$ cat src/rtl/video.sv
// Text-mode video generator: raster timing, VRAM/char-ROM fetch and 1-bit pixel serializer.
// Optional build macro VIDEO_REVERSE_EN: character code bit 7 inverts the glyph row.
module video #(
  parameter int H_TOTAL      = 64,
  parameter int H_DISPLAYED  = 40,
  parameter int H_SYNC_POS   = 48,
  parameter int H_SYNC_WIDTH = 4,
  parameter int V_TOTAL      = 260,
  parameter int V_DISPLAYED  = 200,
  parameter int V_SYNC_POS   = 224,
  parameter int V_SYNC_WIDTH = 10
) (
  input  logic        sys_clock_i,
  input  logic        reset_n_i,
  input  logic        pixel_ce_i,
  input  logic        gfx_i,
  output logic [9:0]  vram_addr_o,
  input  logic [7:0]  vram_data_i,
  output logic [10:0] crom_addr_o,
  input  logic [7:0]  crom_data_i,
  output logic        video_o,
  output logic        de_o,
  output logic        h_sync_o,
  output logic        v_sync_o
);

  localparam int CW = $clog2(H_TOTAL);
  localparam int LW = $clog2(V_TOTAL);

  // Bounds are one bit wider than the counters so a range ending at the total cannot wrap.
  localparam logic [CW:0]   H_DISP_X = (CW+1)'(H_DISPLAYED);
  localparam logic [CW:0]   H_SYNC_LO = (CW+1)'(H_SYNC_POS);
  localparam logic [CW:0]   H_SYNC_HI = (CW+1)'(H_SYNC_POS + H_SYNC_WIDTH);
  localparam logic [CW-1:0] H_LAST = CW'(H_TOTAL - 1);
  localparam logic [LW:0]   V_DISP_X = (LW+1)'(V_DISPLAYED);
  localparam logic [LW:0]   V_SYNC_LO = (LW+1)'(V_SYNC_POS);
  localparam logic [LW:0]   V_SYNC_HI = (LW+1)'(V_SYNC_POS + V_SYNC_WIDTH);
  localparam logic [LW-1:0] V_LAST = LW'(V_TOTAL - 1);
  localparam logic [9:0]    ROW_STEP = 10'(H_DISPLAYED);

`ifdef VIDEO_REVERSE_EN
  localparam logic REVERSE = 1'b1;
`else
  localparam logic REVERSE = 1'b0;
`endif

  logic [2:0]    r_p;
  logic [CW-1:0] r_col;
  logic [LW-1:0] r_line;
  logic [9:0]    r_row_start;
  logic          r_rev;
  logic [7:0]    r_glyph;
  logic [7:0]    r_shift;
  logic          r_de;
  logic          r_hs;
  logic          r_vs;

  logic [CW:0]   w_col_x;
  logic [LW:0]   w_line_x;
  logic          w_active;
  logic          w_hs;
  logic          w_vs;
  logic [9:0]    w_ma;
  logic [7:0]    w_glyph;

  assign w_col_x  = {1'b0, r_col};
  assign w_line_x = {1'b0, r_line};
  assign w_active = (w_col_x < H_DISP_X) && (w_line_x < V_DISP_X);
  assign w_hs     = (w_col_x >= H_SYNC_LO) && (w_col_x < H_SYNC_HI);
  assign w_vs     = (w_line_x >= V_SYNC_LO) && (w_line_x < V_SYNC_HI);
  assign w_ma     = r_row_start + 10'(r_col);
  assign w_glyph  = (REVERSE && r_rev) ? ~r_glyph : r_glyph;

  always_ff @(posedge sys_clock_i or negedge reset_n_i) begin
    if (!reset_n_i) begin
      r_p         <= '0;
      r_col       <= '0;
      r_line      <= '0;
      r_row_start <= '0;
      r_rev       <= 1'b0;
      r_glyph     <= '0;
      r_shift     <= '0;
      r_de        <= 1'b0;
      r_hs        <= 1'b0;
      r_vs        <= 1'b0;
      vram_addr_o <= '0;
      crom_addr_o <= '0;
    end else if (pixel_ce_i) begin
      r_p <= r_p + 3'd1;
      if (r_p == 3'd7) begin
        // Slot boundary: advance raster and hand the fetched slot to the serializer.
        if (r_col == H_LAST) begin
          r_col <= '0;
          if (r_line == V_LAST) begin
            r_line      <= '0;
            r_row_start <= '0;
          end else begin
            r_line <= r_line + LW'(1);
            if (r_line[2:0] == 3'd7)
              r_row_start <= r_row_start + ROW_STEP;
          end
        end else begin
          r_col <= r_col + CW'(1);
        end
        r_shift <= w_active ? w_glyph : 8'h00;
        r_de    <= w_active;
        r_hs    <= w_hs;
        r_vs    <= w_vs;
      end else begin
        r_shift <= {r_shift[6:0], 1'b0};
      end

      if (w_active) begin
        case (r_p)
          3'd1: vram_addr_o <= w_ma;
          3'd3: begin
            crom_addr_o <= {gfx_i, vram_data_i[6:0], r_line[2:0]};
            r_rev       <= vram_data_i[7];
          end
          3'd5: r_glyph <= crom_data_i;
          default: ;
        endcase
      end
    end
  end

  assign video_o  = r_shift[7];
  assign de_o     = r_de;
  assign h_sync_o = r_hs;
  assign v_sync_o = r_vs;

endmodule

$ cat config.mk
export PLATFORM = sky130hd
export DESIGN_NAME = video
export DESIGN_NICKNAME = d
export VERILOG_FILES = /design/src/rtl/video.sv
export SDC_FILE = /design/constraint.sdc
export NUM_CORES = 1
export LEC_CHECK = 0
export BUFFER_PORTS_ARGS = -buffer_cell sky130_fd_sc_hd__buf_4
export CAP_MARGIN = 20
export CORE_MARGIN = 10
export CORE_UTILIZATION = 45
export CTS_BUF_LIST = sky130_fd_sc_hd__clkbuf_4 sky130_fd_sc_hd__clkbuf_8
export DETAILED_ROUTE_END_ITERATION = 10
export GPL_TIMING_DRIVEN = 0
export PLACE_DENSITY = 0.65
export SKIP_CTS_REPAIR_TIMING = 1
export SLEW_MARGIN = 40
export SYNTH_ARGS = -nofsm -noshare
export SYNTH_HDL_FRONTEND = slang
export SYNTH_SLANG_ARGS = --single-unit
$ cat constraint.sdc
create_clock -name sys_clock_i -period 2.8 [get_ports sys_clock_i]
set_clock_uncertainty 0.2 [all_clocks]
set_input_delay 0.14 -clock sys_clock_i [delete_from_list [all_inputs] [get_ports sys_clock_i]]
set_output_delay 0.14 -clock sys_clock_i [all_outputs]
set_load 0.05 [all_outputs]
==> impl_metrics.env <==
export IMPL_met3_usage_pct=3.588
export IMPL_totalPowerFinal_uw=3523
export IMPL_gr_total_overflow=0
export IMPL_antenna_found_initial=0
export IMPL_synth_top_cell_area_share_pct=51.90
export IMPL_min_period_over_period_pct=90.27
export IMPL_cts_root_buf="clkbuf_8"
export IMPL_ys_types=45
export IMPL_worst_pin_slew_ps=587.7
export IMPL_die_area_um2=10700
export IMPL_dieHeight_um=103.5
export IMPL_top_usage_layer="met2"
export IMPL_grt_max_degree=66
export IMPL_slew_viol_final=0
export IMPL_async_reset_ff_share_pct=100.0
export IMPL_p_leak_uw=0.001795
export IMPL_finalNonFillerCells=454
export IMPL_use_met1_pct=14.12
export IMPL_cts_inserted_buffers=9
export IMPL_rsz0062_at_grt="no"
export IMPL_cp_end_kind="flip-flop"
export IMPL_setup_viol=0
export IMPL_synth_edf_count=0
export IMPL_seqPwrFrac_pct=38.9
export IMPL_area_growth_pct=25.91
export IMPL_final_cell_mix="65 x dfrtp_1, 44 x buf_4, 22 x nand2_1"
export IMPL_crit_required_ps=2800
export IMPL_p_int_uw=2195
export IMPL_syn_area_um2=3134
export IMPL_crit_fanout=10
export IMPL_wl_per_cell_um=13.54
export IMPL_diodes=0
export IMPL_pwr_share_clk_pct=22.2
export IMPL_nFillCells=604
export IMPL_cts_tree="yes"
export IMPL_min_path_type="input pin to async pin"
export IMPL_placed_cells=421
export IMPL_outcome="finished clean"
export IMPL_pwr_share_comb_pct=38.9
export IMPL_met2_usage_pct=20.13
export IMPL_drt_total_wl_um=6149
export IMPL_max_freq_mhz=395.7
export IMPL_ant_nets=0
export IMPL_drt_iter0_drc=87
export IMPL_io_pins=45
export IMPL_grt_pass1_vias=2299
export IMPL_rows=30
export IMPL_drc_errors=0
export IMPL_yosysWarnings=0
export IMPL_cts_htree_levels=3
export IMPL_path_clk_slew_ps=70
export IMPL_drv_cap=0
export IMPL_critPathLaunchType="flip-flop"
export IMPL_vias_per_cell=5.002
export IMPL_cp_arrival_ps=2530
export IMPL_core_area_um2=6794
export IMPL_ys_seq_area_share_pct=51.90
export IMPL_drive_above_1_share_pct=25.98
export IMPL_tns_ps=0
export IMPL_worstSetupPathType="flip-flop to flip-flop"
export IMPL_ys_top_cells_by_area="dfrtp_1 52%, ha_1 5.2%, mux2_4 4.8%"
export IMPL_clkSinkCount=65
export IMPL_p_sw_share_pct=37.70
export IMPL_ys_flop_type="dfrtp_1"
export IMPL_relSlewSlack_pct=60.82
export IMPL_initial_utilization_pct=46.13
export IMPL_r2r_setup_slack_ps=270
export IMPL_r2r_end="r_row_start[5]$_DFFE_PN0P_"
export IMPL_clk_latency_ps=340
export IMPL_power_density_nw_per_um2=892.7
export IMPL_syn_nets=315
export IMPL_clockBufferDepth=2
export IMPL_netlist_instances=282
export IMPL_ys_ff_latch=65
export IMPL_grt_pass1_wl_um=10370
export IMPL_place_gp_congestion=0.7910
export IMPL_r2r_cells=7
export IMPL_synth_largest_area_cell="dfrtp_1"
export IMPL_chipWidth_um=103.5
export IMPL_final_nets=386
export IMPL_r2r_start="r_p[0]$_DFFE_PN0P_"
export IMPL_hold_viol=0
export IMPL_max_vdd_ir_drop_mv=0.6866
export IMPL_grt_usage_pct=12.11
export IMPL_port_buffers=43
export IMPL_layout_commonest_cell="dfrtp_1"
export IMPL_firstDrtPassIters=4
export IMPL_p_switching_uw=1328
export IMPL_dp_hpwl_um=4285
export IMPL_vias=2271
export IMPL_synth_avg_cell_area_um2=11.11
export IMPL_layout_min_cycle_time_ps=2527
-- synthesized netlist by cell type (3+ instances only) --
master    instances
dfrtp_1          65
nand2_1          22
o21ai_0          17
a21oi_1          16
nor2_1           16
ha_1             13
mux2_2           12
mux2_4           10
nor3_1           10
inv_1             9
xnor2_1           9
a31oi_1           8
nand3_1           7
xor2_1            7
clkbuf_1          5
nor2b_1           5
or3_1             5
nand4_1           4
buf_2             3
o31ai_1           3
or4_1             3
-- stage by stage --
stage | util, % | cell area [um^2] | setup WS, ps | hold slack, ps
finish | 58.08 | 3946 | 272.6 | 155.3
global route | 58.08 | 3946 | 49.76 | 188.4
CTS | 55.52 | 3772 | 232.2 | -273.0
detailed placement | 52.65 | 3577 | 234.9 | 96.34
global placement | 52.65 | 3577 | 276.2 | 99.58
floorplan | - | 3134 | 551.2 | -355.6
-- state kept, by name, summed over array words and instances, names as in the netlist --
register / cells
crom_addr_o: 11
de_o: 1
h_sync_o: 1
r_col: 6
r_glyph: 8
r_line: 9
r_p: 3
r_row_start: 7
r_shift: 8
v_sync_o: 1
vram_addr_o: 10
-- final cells by class --
class / count / area, um^2 / share of cell area, %
clock inverters: 6 / 57.56 / 1.458
plain buffers: 13 / 75.07 / 1.902
inverters: 9 / 33.78 / 0.8561
clock buffers: 10 / 137.6 / 3.488
repair buffers: 60 / 496.7 / 12.59
flip-flops and latches: 65 / 1627 / 41.22
multi-input cells: 195 / 1399 / 35.45
well taps: 96 / 120.1 / 3.044
-- worst max-delay path: stages (launching register included) --
cell and delay, ps:
dfrtp_1 390, ha_1 190, ha_1 290, nand2_1 130, or3_1 400, clkbuf_1 250
nor2_1 460, a21oi_1 90
-- power groups by stage --
stage | clock (uW) | combinational [uW] | sequential [uW]
4_1_cts | 808 | 1370 | 1370
5_1_grt | 851 | 1490 | 1410
3_3_place_gp | 0 | 1340 | 1380
6_report | 783 | 1370 | 1370
3_5_place_dp | 0 | 1360 | 1390
2_1_floorplan | 0 | 591 | 1770
-- per-layer routing --
metal	vias to the layer above	wire, um
met4	0	95
li1	1144	-
met3	10	347
met1	1080	2795
met2	37	2910
met5	-	0
-- cells by family (layout without fill, tap and decap cells) --
logic type                 Yosys count  count (layout)  share of synthesized area, %
AOI/OAI and AO/OA                   57              57                         11.10
xor gates and xnor gates            16              16                         4.471
adders and majority gates           13              13                         5.190
buffers and inverters               22              98                         3.473
DFF                                 65              65                         51.90
muxes                               24              24                         9.740
other                                1               1                        0.1196
and+or+nand+nor                     84              84                         14.01
-- how the worst max path moves through the flow --
stage,from,to,slack [ps],depth (start not counted)
2_1_floorplan,r_p[0]$_DFFE_PN0P_,r_row_start[8]$_DFFE_PN0P_,550,6
3_3_place_gp,r_p[0]$_DFFE_PN0P_,r_line[8]$_DFFE_PN0P_,280,7
3_5_place_dp,r_p[0]$_DFFE_PN0P_,r_row_start[5]$_DFFE_PN0P_,230,7
4_1_cts,r_p[0]$_DFFE_PN0P_,r_row_start[5]$_DFFE_PN0P_,230,7
5_1_grt,r_p[0]$_DFFE_PN0P_,r_row_start[7]$_DFFE_PN0P_,50,7
6_report,r_p[0]$_DFFE_PN0P_,r_row_start[5]$_DFFE_PN0P_,270,7
(Power assumes the default switching activity.)
